### src/rtl/matrix_mem_pkg.sv
// matrix_mem_pkg: shared types and helpers for the matrix_mem_rc block.
// Optional clear engine is enabled by defining MATRIX_CLEAR_EN.
package matrix_mem_pkg;
  typedef enum logic { IDLE = 1'b0, STREAM = 1'b1 } burst_state_t;
  typedef enum logic { ROW_MODE = 1'b0, COL_MODE = 1'b1 } burst_mode_t;

  // Address width that never collapses to zero for a single row/column.
  function automatic int clog2_min1(input int n);
    return (n <= 1) ? 1 : $clog2(n);
  endfunction
endpackage

### src/rtl/matrix_mem_rc_if.sv
// matrix_mem_rc_if: element port + burst stream bundle.
// clear_req/clear_busy exist only when MATRIX_CLEAR_EN is defined.
interface matrix_mem_rc_if #(
  parameter int DATA_WIDTH = 8,
  parameter int ROWS       = 10,
  parameter int COLS       = 10
);
  import matrix_mem_pkg::*;
  localparam int RA_W = clog2_min1(ROWS);
  localparam int CA_W = clog2_min1(COLS);
  localparam int IW   = (RA_W > CA_W) ? RA_W : CA_W;

  logic                  en_WriteMat, en_ReadMat;
  logic [RA_W-1:0]       rowAddr;
  logic [CA_W-1:0]       colAddr;
  logic [DATA_WIDTH-1:0] writeData, readData, burst_data;
  logic                  readValid, access_err;
  logic                  burst_start, burst_mode, burst_ready;
  logic [IW-1:0]         burst_idx;
  logic                  burst_valid, burst_last, burst_busy;
`ifdef MATRIX_CLEAR_EN
  logic                  clear_req, clear_busy;

  modport master (
    output en_WriteMat, en_ReadMat, rowAddr, colAddr, writeData,
           burst_start, burst_mode, burst_idx, burst_ready, clear_req,
    input  readData, readValid, access_err, burst_data, burst_valid,
           burst_last, burst_busy, clear_busy
  );
  modport slave (
    input  en_WriteMat, en_ReadMat, rowAddr, colAddr, writeData,
           burst_start, burst_mode, burst_idx, burst_ready, clear_req,
    output readData, readValid, access_err, burst_data, burst_valid,
           burst_last, burst_busy, clear_busy
  );
`else
  modport master (
    output en_WriteMat, en_ReadMat, rowAddr, colAddr, writeData,
           burst_start, burst_mode, burst_idx, burst_ready,
    input  readData, readValid, access_err, burst_data, burst_valid,
           burst_last, burst_busy
  );
  modport slave (
    input  en_WriteMat, en_ReadMat, rowAddr, colAddr, writeData,
           burst_start, burst_mode, burst_idx, burst_ready,
    output readData, readValid, access_err, burst_data, burst_valid,
           burst_last, burst_busy
  );
`endif
endinterface

### src/rtl/matrix_burst_ctrl.sv
// matrix_burst_ctrl: row/column stream sequencer. Produces the fetch address
// for the element that must appear on burst_data after the next edge, so the
// stream runs with no bubbles while ready stays high.
module matrix_burst_ctrl
  import matrix_mem_pkg::*;
#(
  parameter int ROWS = 10,
  parameter int COLS = 10,
  parameter int RA_W = 4,
  parameter int CA_W = 4,
  parameter int IW   = 4
) (
  input  logic            clk,
  input  logic            rst,
  input  logic            start_i,
  input  logic            mode_i,
  input  logic [IW-1:0]   idx_i,
  input  logic            ready_i,
  input  logic            block_i,
  output logic            fetch_o,
  output logic [RA_W-1:0] frow_o,
  output logic [CA_W-1:0] fcol_o,
  output logic            valid_o,
  output logic            last_o,
  output logic            busy_o,
  output logic            err_o
);
  localparam logic [IW:0]   ROW_LIM = ROWS[IW:0];
  localparam logic [IW:0]   COL_LIM = COLS[IW:0];
  localparam logic [IW-1:0] ROW_END = IW'(COLS - 1);  // row stream walks columns
  localparam logic [IW-1:0] COL_END = IW'(ROWS - 1);  // column stream walks rows

  burst_state_t  state_q;
  burst_mode_t   mode_q, fmode;
  logic [IW-1:0] idx_q, pos_q, fidx, fpos;
  logic          valid_q;

  wire idx_ok = mode_i ? ({1'b0, idx_i} < COL_LIM) : ({1'b0, idx_i} < ROW_LIM);
  wire req    = start_i && !block_i && (state_q == IDLE);
  wire accept = req && idx_ok;
  wire at_end = pos_q == ((mode_q == ROW_MODE) ? ROW_END : COL_END);

  assign err_o   = req && !idx_ok;
  assign valid_o = valid_q;
  assign last_o  = valid_q && at_end;
  assign busy_o  = (state_q != IDLE);

  // Pick the element to load: element 0 on accept, pos+1 on a non-final handshake.
  always_comb begin
    fetch_o = 1'b0;
    fmode   = mode_q;
    fidx    = idx_q;
    fpos    = '0;
    if (accept) begin
      fetch_o = 1'b1;
      fmode   = burst_mode_t'(mode_i);
      fidx    = idx_i;
    end else if (valid_q && ready_i && !at_end) begin
      fetch_o = 1'b1;
      fpos    = pos_q + 1'b1;
    end
    frow_o = (fmode == ROW_MODE) ? fidx[RA_W-1:0] : fpos[RA_W-1:0];
    fcol_o = (fmode == ROW_MODE) ? fpos[CA_W-1:0] : fidx[CA_W-1:0];
  end

  // Burst FSM with registered valid; position advances only on handshake.
  always_ff @(posedge clk or posedge rst) begin
    if (rst) begin
      state_q <= IDLE;
      mode_q  <= ROW_MODE;
      idx_q   <= '0;
      pos_q   <= '0;
      valid_q <= 1'b0;
    end else begin
      case (state_q)
        IDLE: if (accept) begin
          state_q <= STREAM;
          mode_q  <= burst_mode_t'(mode_i);
          idx_q   <= idx_i;
          pos_q   <= '0;
          valid_q <= 1'b1;
        end
        STREAM: if (ready_i) begin
          if (at_end) begin
            state_q <= IDLE;
            pos_q   <= '0;
            valid_q <= 1'b0;
          end else begin
            pos_q <= pos_q + 1'b1;
          end
        end
        default: state_q <= IDLE;
      endcase
    end
  end
endmodule

### src/rtl/matrix_mem_rc.sv
// matrix_mem_rc: ROWS x COLS element store with a registered element port and
// a row/column burst streamer. Define MATRIX_CLEAR_EN for the row-clear engine.
module matrix_mem_rc
  import matrix_mem_pkg::*;
#(
  parameter int DATA_WIDTH = 8,
  parameter int ROWS       = 10,
  parameter int COLS       = 10
) (
  input logic              clk,
  input logic              rst,
  matrix_mem_rc_if.slave   bus
);
  localparam int RA_W = clog2_min1(ROWS);
  localparam int CA_W = clog2_min1(COLS);
  localparam int IW   = (RA_W > CA_W) ? RA_W : CA_W;
  localparam logic [RA_W:0] ROW_LIM = ROWS[RA_W:0];
  localparam logic [CA_W:0] COL_LIM = COLS[CA_W:0];

  logic [DATA_WIDTH-1:0] mem_q [ROWS][COLS];
  logic [DATA_WIDTH-1:0] rd_data_q, bdata_q;
  logic                  rd_vld_q, err_q;
  logic                  b_fetch, b_busy, b_err, clr_busy;
  logic [RA_W-1:0]       frow;
  logic [CA_W-1:0]       fcol;

  wire addr_ok = ({1'b0, bus.rowAddr} < ROW_LIM) && ({1'b0, bus.colAddr} < COL_LIM);
  wire any_str = bus.en_WriteMat || bus.en_ReadMat;
  wire wr_ok   = bus.en_WriteMat && !bus.en_ReadMat && addr_ok && !clr_busy;
  wire rd_ok   = bus.en_ReadMat && !bus.en_WriteMat && addr_ok && !b_busy && !clr_busy;
  wire el_err  = any_str && !(wr_ok || rd_ok);
  wire clr_err = clr_busy && bus.burst_start;

  matrix_burst_ctrl #(
    .ROWS(ROWS), .COLS(COLS), .RA_W(RA_W), .CA_W(CA_W), .IW(IW)
  ) u_burst (
    .clk     (clk),
    .rst     (rst),
    .start_i (bus.burst_start),
    .mode_i  (bus.burst_mode),
    .idx_i   (bus.burst_idx),
    .ready_i (bus.burst_ready),
    .block_i (clr_busy),
    .fetch_o (b_fetch),
    .frow_o  (frow),
    .fcol_o  (fcol),
    .valid_o (bus.burst_valid),
    .last_o  (bus.burst_last),
    .busy_o  (b_busy),
    .err_o   (b_err)
  );

`ifdef MATRIX_CLEAR_EN
  localparam logic [RA_W-1:0] ROW_LAST = RA_W'(ROWS - 1);
  logic            clr_busy_q;
  logic [RA_W-1:0] clr_row_q;

  // Row-by-row clear sequencer; only starts while the burst engine is quiet.
  always_ff @(posedge clk or posedge rst) begin
    if (rst) begin
      clr_busy_q <= 1'b0;
      clr_row_q  <= '0;
    end else if (clr_busy_q) begin
      if (clr_row_q == ROW_LAST) begin
        clr_busy_q <= 1'b0;
        clr_row_q  <= '0;
      end else begin
        clr_row_q <= clr_row_q + 1'b1;
      end
    end else if (bus.clear_req && !b_busy && !bus.burst_start) begin
      clr_busy_q <= 1'b1;
    end
  end
  assign clr_busy       = clr_busy_q;
  assign bus.clear_busy = clr_busy_q;
`else
  assign clr_busy = 1'b0;
`endif

  // Storage: not reset; element writes and (optionally) row clears.
  always_ff @(posedge clk) begin
    if (wr_ok) mem_q[bus.rowAddr][bus.colAddr] <= bus.writeData;
`ifdef MATRIX_CLEAR_EN
    if (clr_busy_q)
      for (int c = 0; c < COLS; c++) mem_q[clr_row_q][c] <= '0;
`endif
  end

  // Registered read port, error pulse and burst data (reads see pre-write data).
  always_ff @(posedge clk or posedge rst) begin
    if (rst) begin
      rd_data_q <= '0;
      rd_vld_q  <= 1'b0;
      err_q     <= 1'b0;
      bdata_q   <= '0;
    end else begin
      rd_vld_q <= rd_ok;
      err_q    <= el_err || b_err || clr_err;
      if (rd_ok)   rd_data_q <= mem_q[bus.rowAddr][bus.colAddr];
      if (b_fetch) bdata_q   <= mem_q[frow][fcol];
    end
  end

  assign bus.readData   = rd_data_q;
  assign bus.readValid  = rd_vld_q;
  assign bus.access_err = err_q;
  assign bus.burst_data = bdata_q;
  assign bus.burst_busy = b_busy;
endmodule

### src/flat_wrapper.sv
// flat-port wrapper written by rule: the top's interface ports become plain ports
module matrix_mem_rc_flat import matrix_mem_pkg::*;
#(
  parameter int DATA_WIDTH = 8,
  parameter int ROWS       = 10,
  parameter int COLS       = 10
)
  (clk, rst, bus_en_WriteMat, bus_en_ReadMat, bus_rowAddr, bus_colAddr, bus_writeData, bus_burst_start, bus_burst_mode, bus_burst_idx, bus_burst_ready, bus_readData, bus_readValid, bus_access_err, bus_burst_data, bus_burst_valid, bus_burst_last, bus_burst_busy);
  matrix_mem_rc_if #(.DATA_WIDTH(DATA_WIDTH), .ROWS(ROWS), .COLS(COLS)) bus_i ();
  input logic clk;
  input logic rst;
  input wire logic [$bits(bus_i.en_WriteMat)-1:0] bus_en_WriteMat;
  input wire logic [$bits(bus_i.en_ReadMat)-1:0] bus_en_ReadMat;
  input wire logic [$bits(bus_i.rowAddr)-1:0] bus_rowAddr;
  input wire logic [$bits(bus_i.colAddr)-1:0] bus_colAddr;
  input wire logic [$bits(bus_i.writeData)-1:0] bus_writeData;
  input wire logic [$bits(bus_i.burst_start)-1:0] bus_burst_start;
  input wire logic [$bits(bus_i.burst_mode)-1:0] bus_burst_mode;
  input wire logic [$bits(bus_i.burst_idx)-1:0] bus_burst_idx;
  input wire logic [$bits(bus_i.burst_ready)-1:0] bus_burst_ready;
  output wire logic [$bits(bus_i.readData)-1:0] bus_readData;
  output wire logic [$bits(bus_i.readValid)-1:0] bus_readValid;
  output wire logic [$bits(bus_i.access_err)-1:0] bus_access_err;
  output wire logic [$bits(bus_i.burst_data)-1:0] bus_burst_data;
  output wire logic [$bits(bus_i.burst_valid)-1:0] bus_burst_valid;
  output wire logic [$bits(bus_i.burst_last)-1:0] bus_burst_last;
  output wire logic [$bits(bus_i.burst_busy)-1:0] bus_burst_busy;
  assign bus_i.en_WriteMat = bus_en_WriteMat;
  assign bus_i.en_ReadMat = bus_en_ReadMat;
  assign bus_i.rowAddr = bus_rowAddr;
  assign bus_i.colAddr = bus_colAddr;
  assign bus_i.writeData = bus_writeData;
  assign bus_i.burst_start = bus_burst_start;
  assign bus_i.burst_mode = bus_burst_mode;
  assign bus_i.burst_idx = bus_burst_idx;
  assign bus_i.burst_ready = bus_burst_ready;
  assign bus_readData = bus_i.readData;
  assign bus_readValid = bus_i.readValid;
  assign bus_access_err = bus_i.access_err;
  assign bus_burst_data = bus_i.burst_data;
  assign bus_burst_valid = bus_i.burst_valid;
  assign bus_burst_last = bus_i.burst_last;
  assign bus_burst_busy = bus_i.burst_busy;
  matrix_mem_rc #(.DATA_WIDTH(DATA_WIDTH), .ROWS(ROWS), .COLS(COLS)) u_core (.clk(clk), .rst(rst), .bus(bus_i));
endmodule
### config.mk
export PLATFORM = sky130hd
export DESIGN_NAME = matrix_mem_rc_flat
export DESIGN_NICKNAME = d
export VERILOG_FILES = /design/src/rtl/matrix_mem_pkg.sv /design/src/rtl/matrix_mem_rc_if.sv /design/src/rtl/matrix_burst_ctrl.sv /design/src/rtl/matrix_mem_rc.sv /design/src/flat_wrapper.sv
export SDC_FILE = /design/constraint.sdc
export NUM_CORES = 2
export LEC_CHECK = 0
export ABC_AREA = 1
export BUFFER_PORTS_ARGS = -buffer_cell sky130_fd_sc_hd__buf_2
export CORE_AREA = 2 2 227 341
export CTS_BUF_LIST = sky130_fd_sc_hd__clkbuf_8
export CTS_CLUSTER_DIAMETER = 200
export DETAILED_ROUTE_END_ITERATION = 7
export DIE_AREA = 0 0 229 343
export MAX_ROUTING_LAYER = met4
export PLACE_DENSITY = 0.85
export SLEW_MARGIN = 20
export SYNTH_ARGS = -nofsm -noshare
export SYNTH_HDL_FRONTEND = slang
export SYNTH_SLANG_ARGS = --single-unit
### constraint.sdc
create_clock -name clk -period 2.37 [get_ports clk]
set_input_delay 0.237 -clock clk [delete_from_list [all_inputs] [get_ports clk]]
set_output_delay 0.237 -clock clk [all_outputs]
set_load 0.05 [all_outputs]
==> qor.yml <==
layout:
  fin_area_um2: 52500
  final_core_util: 0.693
  fillers: 5143
  finalNetCount: 4838
  multi_input_area_um2: 14700
  final_layout_size_suffix_gt1_frac: 0.219
  syn2layout_area_growth_pct: 26.9
  regArea_um2: 24800
synth:
  yosys_warnings: 0
  syn_nets: 4365
  synth-compound-area-share: 0.114
  synth_seq_cells: 829
  syn_area_per_cell_um2: 9.54
  synth_mux_area_frac: 0
  seq_area_frac_synth: 0.599
  synth_xor_xnor_area_share: 0.000424
  synth_top_family_by_area: "simple AND/OR/NAND/NOR gates"
  synthAdderAreaFrac: 0.000605
  synthSimpleGateAreaFrac: 0.202
  synth_cell_types: 38
  synthCells: 4336
  syn_area_um2: 41300
floorplanning:
  start_util: 0.546
  ioPinCount: 48
  die_w_um: 229
  die_y_um: 343
  coreArea_um2: 75700
  core.rowCount: 124
  die_area_um2: 78500
placed_design:
  post_dp_cell_area_um2: 46200
  hpwl_um: 102000
  place_ws_ns: -0.596
  port_buffers: 47
  routabilityCongestion: 1.04
route:
  via_count: 39265
  routed_wl_um: 170000
  routedWlPerCell_um: 28.7
  drc_errors: 0
  drtAntennaViolNets: 0
  vias_per_cell: 6.64
  drtIter0Drc: 7147
  firstDrtPassIters: 8
setup_path:
  path_cells: "inv_2 > nand2_4 > inv_6 > nand2_8 > nand2_4 > nand2_4 > buf_6 > o21ai_4 > buf_12 > buf_16 > buf_12 > buf_16 > nand2_1 > nand3_2 > nand3_2 > nand3_2 > nand3_1 > nand2_2 > nand3_1 > a21oi_1"
  cp.arrival_ns: 3.68
  crit_family: "simple AND/OR/NAND/NOR gates"
  cp-end-kind: "flop"
  startpoint_type: "flop"
  crit_buf_inv: 7
  cpMaxStageDelayCell: "dfrtp_2"
  critical_path_class: "reg -> reg"
  cp_slowest_stage_delay_ns: 0.42
  worstPathRequired_ns: 3.12
  cp_max_fo: 9
global_route:
  first_global_vias: 37115
  grt_pass1_wl_um: 231000
  grt_usage: 0.413
  grt_overflow: 0
  antenna_found_initial: 5
  grt_start_max_net_pins: 101
pwr:
  p_per_area_nw_per_um2: 1180
  peakVddDrop_uv: 1150
  p_leak_nw: 21.3
sta:
  slew_viol_final: 0
  fin_crit_sh: 1.24
  setup_viol: 9
  finalWorstSetupSlack_ns: -0.568
  fin_skew_ns: 0.0616
  relSlewSlack: 0.252
  hold_violations: 0
  max_slew.worst_pin.slew_ns: 1.12
  rsz0062_at_grt: "true"
  setup_tns_ns: -4.06
  clock.fmax_ghz: 0.340
  period_minus_slack_ns: 2.94
cts:
  clkLatencyLatePin_ns: 0.83
  cts.path.max_buffers: 3
  cts.clk_slew.worst_paths_ns: 0.08
  cts-htree-levels: 3
  cts_tree: "built"
  cts-root-buf: "clkbuf_8"
  numClockSinks: 829
  numCtsBuffers: 115
run:
  drv_cap: 0
hold_path:
  hp-class: "in -> reg"
run_status:
  violations: "setup timing"
  outcome: "complete, but fails checks"
-- final timing paths --
kind | from | endpoint | slack [ns] | depth (start not counted)
worst max-delay path | u_core.u_burst.busy_o$_DFF_PP0_ | u_core.bus.burst_data[3]$_DFFE_PP0P_ | -0.57 | 20
worst min-delay path | bus_writeData[5] | u_core.mem_q[1][61]$_DFFE_PP_ | 0.03 | 2
worst max register to register | u_core.u_burst.busy_o$_DFF_PP0_ | u_core.bus.burst_data[3]$_DFFE_PP0P_ | -0.57 | 20
worst min register to register | u_core.bus.readData[7]$_DFFE_PP0P_ | u_core.bus.readData[7]$_DFFE_PP0P_ | 0.52 | 2
max in group asynchronous | rst | u_core.bus.readData[5]$_DFFE_PP0P_ | 1.96 | 4
min in group asynchronous | rst | u_core.u_burst.idx_q[2]$_DFFE_PP0N_ | 0.07 | 4
-- synthesized netlist by cell type (all sizes together) --
master / n / area (um2)
a21oi: 107 / 536
clkinv: 5 / 18.8
nand2: 1061 / 4030
o22a: 4 / 35.0
nor2: 158 / 593
o21ai: 162 / 841
a211oi: 2 / 15.0
buf: 145 / 806
o211ai: 71 / 533
o221ai: 128 / 1120
o22ai: 5 / 31.3
inv: 567 / 2130
xor2: 1 / 8.76
nor4: 1 / 6.26
clkbuf: 141 / 529
a31o: 8 / 70.1
ha: 2 / 25.0
nand3: 712 / 3560
nand4: 10 / 62.6
a22o: 1 / 8.76
edfxtp: 800 / 24000
xnor2: 1 / 8.76
a41oi: 4 / 35.0
dfrtp: 29 / 726
a22oi: 192 / 1440
a221oi: 6 / 52.6
nand3b: 12 / 90.1
or2: 1 / 6.26
-- stage by stage --
stage	total power, mW	instances	hold slack [ns]
global route	63.0	5912	0.0337
CTS	55.3	5855	0.0323
global placement	38.8	5576	0.345
detailed placement	39.0	5576	0.348
floorplan	29.1	4336	0.315
finish	61.9	5915	0.0332
-- worst reg2reg max path, cell delays in order (launching register included) --
cell	delay (ns)
dfrtp_2	0.42
inv_2	0.08
nand2_4	0.08
inv_6	0.09
nand2_8	0.09
nand2_4	0.11
nand2_4	0.08
buf_6	0.14
o21ai_4	0.16
buf_12	0.16
buf_16	0.16
buf_12	0.18
buf_16	0.17
nand2_1	0.11
nand3_2	0.09
nand3_2	0.08
nand3_2	0.19
nand3_1	0.14
nand2_2	0.12
nand3_1	0.08
a21oi_1	0.15
-- cells in the final DEF, fill, tap and decap left out, types with 7 or more instances in the layout --
cell,synthesis,final
nand3_1,712,519
o221ai_1,128,127
buf_12,0,83
a21oi_2,0,17
o21ai_1,9,20
diode_2,0,9
o21ai_0,147,129
nand3b_1,12,12
a21oi_1,107,89
bufinv_16,0,12
nand3_4,0,27
dlygate4sd3_1,0,19
bufbuf_16,0,9
nor2_1,158,151
nand3_2,0,166
buf_4,27,411
nand2_2,4,20
a22oi_1,192,191
buf_2,92,37
clkinv_2,0,11
dfrtp_1,29,28
buf_16,0,33
inv_1,563,587
clkbuf_8,0,127
o21ai_2,5,7
clkinv_1,5,28
o211ai_1,71,71
edfxtp_1,800,800
a31o_2,7,7
nand4_1,10,10
nand2_4,5,15
nand2_1,1052,1021
clkbuf_16,0,18
buf_8,0,7
buf_6,6,25
-- cell families after synthesis --
logic type | count (synthesis)
AND/OR/NAND/NOR | 1955
buffers and inverters | 858
adder cells (fa/ha/maj) | 2
flip-flops | 829
AO/OA/AOI/OAI | 690
XOR/XNOR | 2
-- final cells by class --
cell class              instances  share of cell area
flip-flops and latches        829               0.472
repair buffers                642               0.136
well taps                    1008              0.0240
multi-input cells            2649               0.280
clock inverters                79              0.0128
diodes                          9            0.000429
clock buffers                 127              0.0333
inverters                     572              0.0412
-- per-layer routing --
metal	up-vias	share of wire	global-route usage	routed length, um
met4	0	0.11	0.357	18900
met5	-	0	-	0
li1	16079	-	-	-
met2	3868	0.45	0.638	76700
met3	1185	0.14	0.0940	23100
met1	18133	0.30	0.453	51000
-- sequential cells by signal (all words and copies together), names as in the netlist --
register,flops
u_core.u_burst.idx_q,4
u_core.u_burst.valid_o,1
u_core.mem_q,800
u_core.bus.readValid,1
u_core.u_burst.busy_o,1
u_core.u_burst.mode_q,1
u_core.bus.readData,8
u_core.bus.access_err,1
u_core.bus.burst_data,8
u_core.u_burst.pos_q,4
-- where the power goes --
group	total, mW	leakage, nW	internal, mW	switching, mW
combinational	33.3	12.4	13.1	20.2
clock	12.0	1.33	6.23	5.80
sequential	16.5	7.54	16.3	0.244
total	61.9	21.3	35.6	26.3
-- what timing repair did --
item	in CTS	in global routing
hold buffers	19	0
cloned	24	21
pin swaps	27	84
gates resized for setup	173	242
buffers inserted	31	32
hold endpoints to repair	185	0
endpoints found under the setup margin	8	10
(Power assumes the default switching activity.)
